===== src/rtl/mips_mem_arbiter.sv =====
// Two-port arbiter in front of a single-port synchronous RAM: CPU vs. loader/DMA.
// Define MEM_ARB_RR_EN for round-robin tie-break; default is CPU priority with a starvation limit.
module mips_mem_arbiter #(
  parameter int AW           = 10,
  parameter int DW           = 32,
  parameter int READ_LATENCY = 1,
  parameter int STARVE_LIMIT = 4
) (
  input  logic          clk,
  input  logic          rst,
  input  logic          cpu_req,
  input  logic          cpu_we,
  input  logic [AW-1:0] cpu_addr,
  input  logic [DW-1:0] cpu_wdata,
  output logic          cpu_ack,
  output logic [DW-1:0] cpu_rdata,
  input  logic          dma_req,
  input  logic          dma_we,
  input  logic [AW-1:0] dma_addr,
  input  logic [DW-1:0] dma_wdata,
  output logic          dma_ack,
  output logic [DW-1:0] dma_rdata,
  output logic          mem_en,
  output logic          mem_we,
  output logic [AW-1:0] mem_addr,
  output logic [DW-1:0] mem_wdata,
  input  logic [DW-1:0] mem_rdata,
  output logic          busy,
  output logic          owner
);

  localparam logic [3:0] RL = 4'(READ_LATENCY);

  typedef enum logic [1:0] {S_IDLE, S_ISSUE, S_WAIT, S_RESP} state_t;

  state_t        state;
  logic          lat_we;
  logic [3:0]    wait_cnt;
  logic          grant_dma;
  logic          sel_we;
  logic [AW-1:0] sel_addr;
  logic [DW-1:0] sel_wdata;

`ifdef MEM_ARB_RR_EN
  // last_dma resets to 1 so the CPU takes the first tie
  logic last_dma;
  assign grant_dma = dma_req & (~cpu_req | ~last_dma);
`else
  localparam logic [3:0] SL = 4'(STARVE_LIMIT);
  logic [3:0] starve_cnt;
  assign grant_dma = dma_req & (~cpu_req | (starve_cnt == SL));
`endif

  always_comb begin
    sel_we    = cpu_we;
    sel_addr  = cpu_addr;
    sel_wdata = cpu_wdata;
    if (grant_dma) begin
      sel_we    = dma_we;
      sel_addr  = dma_addr;
      sel_wdata = dma_wdata;
    end
  end

  // mem_addr/mem_wdata double as the request latch; they stay put until the next grant
  always_ff @(posedge clk) begin
    if (!rst) begin
      state     <= S_IDLE;
      lat_we    <= 1'b0;
      wait_cnt  <= '0;
      cpu_ack   <= 1'b0;
      cpu_rdata <= '0;
      dma_ack   <= 1'b0;
      dma_rdata <= '0;
      mem_en    <= 1'b0;
      mem_we    <= 1'b0;
      mem_addr  <= '0;
      mem_wdata <= '0;
      busy      <= 1'b0;
      owner     <= 1'b0;
`ifdef MEM_ARB_RR_EN
      last_dma  <= 1'b1;
`else
      starve_cnt <= '0;
`endif
    end else begin
      cpu_ack <= 1'b0;
      dma_ack <= 1'b0;
      case (state)
        S_IDLE: begin
          if (cpu_req || dma_req) begin
            owner     <= grant_dma;
            lat_we    <= sel_we;
            mem_en    <= 1'b1;
            mem_we    <= sel_we;
            mem_addr  <= sel_addr;
            mem_wdata <= sel_wdata;
            busy      <= 1'b1;
            state     <= S_ISSUE;
`ifdef MEM_ARB_RR_EN
            last_dma  <= grant_dma;
`else
            if (!grant_dma && dma_req)
              starve_cnt <= (starve_cnt == SL) ? SL : starve_cnt + 4'd1;
            else
              starve_cnt <= '0;
`endif
          end
        end
        S_ISSUE: begin
          mem_en <= 1'b0;
          mem_we <= 1'b0;
          if (lat_we) begin
            if (owner) dma_ack <= 1'b1;
            else       cpu_ack <= 1'b1;
            state <= S_RESP;
          end else begin
            wait_cnt <= RL;
            state    <= S_WAIT;
          end
        end
        S_WAIT: begin
          // count==1 is the cycle the RAM presents the word
          if (wait_cnt == 4'd1) begin
            if (owner) begin
              dma_rdata <= mem_rdata;
              dma_ack   <= 1'b1;
            end else begin
              cpu_rdata <= mem_rdata;
              cpu_ack   <= 1'b1;
            end
            wait_cnt <= '0;
            state    <= S_RESP;
          end else begin
            wait_cnt <= wait_cnt - 4'd1;
          end
        end
        S_RESP: begin
          busy  <= 1'b0;
          state <= S_IDLE;
        end
        default: state <= S_IDLE;
      endcase
    end
  end

endmodule

===== config.mk =====
export PLATFORM = sky130hd
export DESIGN_NAME = mips_mem_arbiter
export DESIGN_NICKNAME = d
export VERILOG_FILES = /design/src/rtl/mips_mem_arbiter.sv
export SDC_FILE = /design/constraint.sdc
export NUM_CORES = 1
export LEC_CHECK = 0
export CAP_MARGIN = 25
export CORE_MARGIN = 5
export CORE_UTILIZATION = 39
export CTS_BUF_LIST = sky130_fd_sc_hd__clkbuf_4
export DETAILED_ROUTE_END_ITERATION = 8
export PLACE_DENSITY = 0.76
export SETUP_SLACK_MARGIN = 0.1
export SLEW_MARGIN = 0
export SYNTH_ARGS = -nofsm -noshare
export SYNTH_HDL_FRONTEND = slang
export SYNTH_SLANG_ARGS = --single-unit

===== constraint.sdc =====
create_clock -name clk -period 1.6 [get_ports clk]
set_clock_uncertainty 0.1 [all_clocks]
set_input_delay 0.24 -clock clk [delete_from_list [all_inputs] [get_ports clk]]
set_output_delay 0.24 -clock clk [all_outputs]
set_load 0.05 [all_outputs]

==> impl_metrics.json <==
{
  "hold_class": "in2reg",
  "grt.overflow.total": 0,
  "die_x_um": 127,
  "grt_first_pass_wirelength_um": 29500,
  "drt_first_iter_violations": 621,
  "netlist.area_leader.share_pct": 46.3,
  "max_freq_mhz": 629,
  "via_count": 6245,
  "cts_root_buf": "clkbuf_4",
  "leakagePower_uw": 0.00338,
  "setup_viol": 0,
  "r2r_slack_ps": 10,
  "path_class": "reg2reg",
  "finalHoldViolCount": 0,
  "slew_headroom_pct": 74.1,
  "areaGrowthSynthToFinish_pct": 68.0,
  "syn_avg_cell_area_sq_um": 8.21,
  "yosysWarnings": 0,
  "period_needed_ps": 1590,
  "synth_edf_count": 0,
  "seqPwrFrac_pct": 32.6,
  "cts_made_buffers": 17,
  "power.share.switching_pct": 40.9,
  "nNetsFinal": 1017,
  "synthesis.area_sq_mm": 0.00532,
  "core_sq_mm": 0.0133,
  "via_per_inst": 5.80,
  "end_kind": "flip-flop",
  "crit_family": "simple AND/OR/NAND/NOR gates",
  "outcome": "finished clean",
  "cts.sink_count": 123,
  "seq_area_frac_synth_pct": 46.3,
  "p_comb_share_pct": 46.8,
  "num_rows": 42,
  "ir_drop_mv": 0.776,
  "drv_cap": 0,
  "rsz0062_at_grt": "true",
  "clockPowerShare_pct": 20.6,
  "clockBufferDepth": 2,
  "cts_tree": "yes",
  "post-dp-hpwl_um": 12800,
  "drive_above_1_share_pct": 29.7,
  "path_max_fanout": 11,
  "dominantRegCellSynth": "dfxtp_1",
  "synth.distinct_cells": 47,
  "power_uw": 12200,
  "start_util_pct": 40.0,
  "dpl.cell_count": 1023,
  "dr.pass1.iters": 6,
  "drt-wirelength-per-cell_um": 18.8,
  "p_switching_uw": 5020,
  "cp_num_buf_inv": 2,
  "cp_slowest_stage_delay_ps": 380,
  "p_per_area_mw_per_mm2": 1370,
  "syn-num-nets": 779,
  "drv_slew": 0,
  "setup_ws_ps": 10.0,
  "critPathLaunchType": "flip-flop",
  "tightest_slew_ps": 387,
  "critical_path.cell_chain": "inv_2 > ha_4 > and4b_4 > buf_6 > o21ai_0 > a31oi_1",
  "fin_crit_sh_pct": 99.4,
  "ys_seq_elements": 123,
  "ios": 234,
  "antenna_found_initial": 1,
  "ys_async_sr_fraction_pct": 0,
  "portBuffers": 233,
  "synth_cells": 648,
  "grt_pass1_vias": 5949,
  "n_fill_cell": 1035,
  "stdcell_count": 1077,
  "drc": 0,
  "cp.arrival_ps": 1950,
  "clkLatencyLatePin_ps": 520,
  "wl_um": 20300,
  "ant_nets": 0,
  "ys_top_cells_by_area": "dfxtp_1, o21ai_0, nand3_1",
  "globalplace.congestion": 0.846,
  "dieArea_sq_mm": 0.0161,
  "p_int_uw": 7230,
  "grt_start_max_net_pins": 65,
  "track_usage_pct": 22.4,
  "post-synth-top-area-cell": "dfxtp_1",
  "place_worst_setup_slack_ps": -294,
  "die_h_um": 127,
  "final_util_pct": 67.2,
  "critPathRequiredTime_ps": 1960,
  "htreeDepth": 4,
  "clk_pin_slew_worst_paths_ps": 140,
  "critPathSlowestCell": "and4b_4"
}
[flip-flops by register name (all words and copies together), names as in the netlist]
| signal | count |
|---|---|
| wait_cnt | 4 |
| mem_we | 1 |
| busy | 1 |
| starve_cnt | 4 |
| cpu_rdata | 32 |
| dma_rdata | 32 |
| dma_ack | 1 |
| mem_en | 1 |
| cpu_ack | 1 |
| mem_addr | 10 |
| lat_we | 1 |
| mem_wdata | 32 |
| owner | 1 |
| state | 2 |
[worst paths after layout]
path	startpoint	endpoint	depth (start not counted)
setup / recovery	starve_cnt[1]$_SDFFE_PN0P_	mem_addr[6]$_SDFFE_PN0P_	6
hold reg to reg	dma_rdata[8]$_SDFFE_PN0P_	dma_rdata[8]$_SDFFE_PN0P_	2
hold / removal	dma_addr[7]	mem_addr[7]$_SDFFE_PN0P_	3
setup reg to reg	starve_cnt[1]$_SDFFE_PN0P_	mem_addr[6]$_SDFFE_PN0P_	6
[worst reg2reg max path, cell delays in order (launching register included)]
cell and delay, ps:
dfxtp_2 350, inv_2 60, ha_4 140, and4b_4 380
buf_6 220, o21ai_0 100, a31oi_1 170
[what timing repair did]
| action | 4_1_cts | 5_1_grt |
|---|---|---|
| pin swaps | 4 | 26 |
| cloned | 4 | 7 |
| resized for setup | 23 | 91 |
| hold buffers | 0 | 0 |
| setup endpoints to repair | 83 | 158 |
| setup buffers | 4 | 5 |
[area by class of cell]
cell class                      count  area [sq um]  share of cell area [%]
Antenna cell                        2          5.00                  0.0560
Clock buffer                       18           135                    1.51
Clock inverter                     14           193                    2.16
Inverter                            9          36.3                   0.406
Multi-Input combinational cell    442          2670                    29.8
Sequential cell                   123          2490                    27.9
Tap cell                          176           220                    2.46
Timing Repair Buffer              293          3190                    35.6
[power groups by stage]
stage / clock network, uW / registers [uW] / logic (uW)
after floorplan: 0 / 5360 / 1640
final: 2530 / 3990 / 5730
after detailed placement: 0 / 3980 / 5000
after global placement: 0 / 3960 / 4890
after CTS: 2550 / 3930 / 5430
after global routing: 2700 / 4050 / 6040
[cells in the mapped netlist, types with 2 or more instances]
cell and count:
o21ai_0 142, buf_6 2, o311ai_0 2, nand3_1 107, ha_1 9, mux2i_1 2, a31oi_1 44, buf_4 8
nand3b_1 3, a211oi_1 4, o211ai_1 2, buf_2 18, inv_1 8, clkbuf_1 35, nor2b_1 2, nor2_1 5
clkbuf_2 6, or3_1 3, o21ai_1 13, dfxtp_1 123, buf_1 3, nor3_1 6, a21oi_1 70, nand4_1 4
nand2_1 5
[kinds of logic (layout without fill, tap and decap cells)]
family,after synthesis,after routing,share of synthesized area (%)
compound gates,284,284,28.6
xor+xnor,2,2,0.329
fa+ha+maj,9,9,2.12
buf+inv,83,334,7.53
flops,123,123,46.3
mux,2,2,0.376
other cells,0,2,0
simple gates,145,145,14.7
[cells in the final DEF (no fill, tap or decap), types with 3 or more instances in the layout]
cell type,Yosys,routed
clkbuf_16,0,4
buf_6,2,34
a31oi_1,44,43
nand3b_1,3,3
nor3_1,6,5
o21ai_1,13,28
clkdlybuf4s50_1,0,121
dfxtp_2,0,20
a21oi_2,0,9
a21oi_1,70,61
ha_4,0,4
o21ai_0,142,120
or3_1,3,3
dfxtp_1,123,101
o21ai_2,0,5
a211oi_1,4,3
nand3_1,107,105
clkbuf_4,1,18
buf_12,0,31
inv_2,1,5
inv_6,0,3
nand4_1,4,4
buf_4,8,98
ha_1,9,4
nor2_1,5,5
nand2_1,5,5
bufinv_16,0,4
inv_1,8,3
clkinv_4,0,3
[stage by stage]
| stage | hold WS (ps) | instance area [sq um] | setup TNS (ps) |
|---|---|---|---|
| after floorplan | 288 | 5370 | 0 |
| after global placement | 362 | 7940 | -8380 |
| after detailed placement | 367 | 7940 | -12090 |
| after CTS | 142 | 8510 | 0 |
| after global routing | 132 | 8940 | -637 |
| final | 175 | 8940 | 0 |
[per-layer routing]
metal	track usage [%]	vias up	routed length (um)
met5	0	-	0
met4	8.77	0	553
met3	7.19	44	2250
met2	38.4	396	9900
met1	25.9	2931	7600
li1	-	2874	-
(Power assumes the default switching activity.)
==> variant: new RTL, same settings <==
Change the parameter `DW` from 32 to 48.
--- a/src/rtl/mips_mem_arbiter.sv
+++ b/src/rtl/mips_mem_arbiter.sv
@@ -2,7 +2,7 @@
 // Define MEM_ARB_RR_EN for round-robin tie-break; default is CPU priority with a starvation limit.
 module mips_mem_arbiter #(
   parameter int AW           = 10,
-  parameter int DW           = 32,
+  parameter int DW           = 48,
   parameter int READ_LATENCY = 1,
   parameter int STARVE_LIMIT = 4
 ) (
Ports: changed (6 resized); port bits go from 234 to 330. The function was not compared with the original's and may differ.
==> variant against the unedited design <==
  * The flow now finishes with violations (setup timing)
  * Critical endpoint is now mem_wdata[40]$_SDFFE_PN0P_
  * Worst setup slack worse by 0.25 ns
  * Sequential cell count up 48
  * Highest routed layer unchanged
  * Area after synthesis up 40%
  * Final area is 69% higher
  * First-iteration DRC count rose by 14%
  * Power up 64%
  * Wire length is 88% higher
==> variant: results (changes against the unedited design) <==
| Metric | Value |
|---|---|
| Top cells by count, synth | dfxtp_1, o21ai_0, a21oi_1 |
| Setup_tns | -12.94 ns (-12.94 ns) |
| Worst r2r src | state[1]$_SDFFE_PN0P_ |
| Post-Syn Nets | 1079 (+39%) |
| Post-placement cell count | 1409 (+38%) |
| Vias per inst | 6.24 (+7.5%) |
| Post-synthesis mux area share | 0.269% (-0.11 points) |
| Net Sw Power | 9.13 mW (+82%) |
| Failing checks | setup timing |
| Status | complete, but fails checks |
| Number of library cell types mapped by synthesis | 46 (-2.1%) |
| Layout cells sized above 1 | 48.8% (+19 points) |
| Largest net degree at the start of global routing | 77 (+18%) |
| M1 wire length | 13800 um (+81%) |
| Drt first pass iters | 5 (-1) |
| Routed len/inst | 25.3 um (+34%) |
| DRT iter0 DRCs | 709 (+14%) |
| VDD IR max | 1.07 mV (+38%) |
| Register area share after synthesis | 45.9% (-0.38 points) |
| First-pass GRT wire length | 43600 um (+48%) |
| CTS Buffer Depth | 2 (unchanged) |
| WHS | 0.120 ns (-0.0558 ns) |
| Placement Setup Slack | -0.259 ns (+0.0347 ns) |
| Synth top area cells | dfxtp_1, o21ai_0, a2111oi_0 |
| Leak | 5.05 nW (+49%) |
| CP max FO | 8 (-3) |
| Largest regs | cpu_rdata (48), dma_rdata (48), mem_wdata (48) |
| Vias in the first global route | 8121 (+37%) |
| Worst Tran Pin Value | 0.559 ns (+0.171 ns) |
| Fillcell total | 935 (-9.7%) |
| Hold EP | dma_rdata[36]$_SDFFE_PN0P_ |
| Metal3 WL | 3750 um (+67%) |
| WL final | 38100 um (+88%) |
| Critical path arrival | 2.24 ns (+0.29 ns) |
| Nets | 1434 (+41%) |
| Met2 wire length | 19000 um (+92%) |
| Synth Area in Compound Gates | 32.4% (+3.8 points) |
| Final setup viols | 164 (+164) |
| Worst-skew pair later-pin latency | 0.58 ns (+0.06 ns) |
| Area share of fa/ha/maj cells after synthesis | 1.51% (-0.61 points) |
| Total GRT Usage | 24.5% (+2.1 points) |
| PnR worst setup slack | -0.243 ns (-0.253 ns) |
| Reg clk slew, reported paths | 0.17 ns (+0.03 ns) |
| Final HPWL from detailed placement | 18400 um (+44%) |
| R2R depth | 8 (+2) |
| XOR/XNOR share of the synthesized area | 0.235% (-0.094 points) |
| RePlAce Congestion | 0.814 (-3.8%) |
| R2r endpoint | mem_wdata[40]$_SDFFE_PN0P_ |
variant: cell types whose count changed after synthesis, sizes merged, moves of 10 or more:
cell     unedited run  this run
nor2                5        64
a31oi              44         1
nand3             107        97
clkbuf             43        78
a2111oi             0        60
a211oi              4        61
dfxtp             123       171
a21oi              70       103
variant: power groups by stage:
stage | Combinational, mW | Clock [mW] | Sequential, mW
global placement | 7.68 | 0 | 5.44
global route | 11.9 | 3.21 | 5.63
finish | 11.5 | 3.01 | 5.57
floorplan | 2.89 | 0 | 7.33
CTS | 8.49 | 3.00 | 5.36
detailed placement | 7.73 | 0 | 5.45
variant: area by class of cell:
cell class | count | area share, %
Antenna cell | 1 | 0.0165
Sequential cell | 171 | 23.3
Timing Repair Buffer | 446 | 35.2
Tap cell | 234 | 1.93
Multi-Input combinational cell | 605 | 36.9
Clock buffer | 18 | 0.893
Inverter | 14 | 0.405
Clock inverter | 14 | 1.32
variant: worst max path at each step:
stage	slack (ns)	cells after the start	start	end
2_1_floorplan	0.01	6	starve_cnt[0]$_SDFFE_PN0P_	mem_wdata[27]$_SDFFE_PN0P_
3_3_place_gp	-0.19	5	dma_req	mem_addr[7]$_SDFFE_PN0P_
3_5_place_dp	-0.26	5	dma_req	mem_wdata[28]$_SDFFE_PN0P_
4_1_cts	-0.05	7	starve_cnt[0]$_SDFFE_PN0P_	mem_wdata[12]$_SDFFE_PN0P_
5_1_grt	-0.31	7	state[1]$_SDFFE_PN0P_	mem_addr[0]$_SDFFE_PN0P_
6_report	-0.24	8	state[1]$_SDFFE_PN0P_	mem_wdata[40]$_SDFFE_PN0P_
variant: metal layers:
metal	vias to the layer above	GRT usage, %
li1	4078	-
met4	0	7.67
met2	620	40.1
met3	124	7.62
met5	-	0
met1	4550	31.0
variant: cells by family (layout without fill, tap and decap cells):
kind of cell / after synthesis / count (layout)
buffers and inverters: 124 / 492
DFF: 171 / 171
xor gates and xnor gates: 2 / 2
adders and majority gates: 9 / 9
and+or+nand+nor: 195 / 195
other: 0 / 1
AOI/OAI and AO/OA: 397 / 397
muxes: 2 / 2
variant: timing repair:
item | in CTS | in global routing
resized for setup | 78 | 462
gates cloned | 5 | 22
hold buffers | 1 | 0
setup buffers | 8 | 25
endpoints found under the hold margin | 4 | 0
pin swaps | 3 | 135
endpoints found under the setup margin | 321 | 331
variant: worst max-delay path, cell delays in order, from the launching register on:
cell and delay (ns):
dfxtp_4 0.40, inv_4 0.07, ha_4 0.18, buf_12 0.12, o21a_4 0.24, buf_12 0.14, clkbuf_16 0.15, o21ai_1 0.09
a211oi_1 0.27
variant: per-stage QoR:
step	util [%]	area [um^2]
after global placement	60.3	11300
after detailed placement	60.3	11300
after floorplan	-	7780
after CTS	65.7	12300
after global routing	80.6	15100
final	80.6	15100
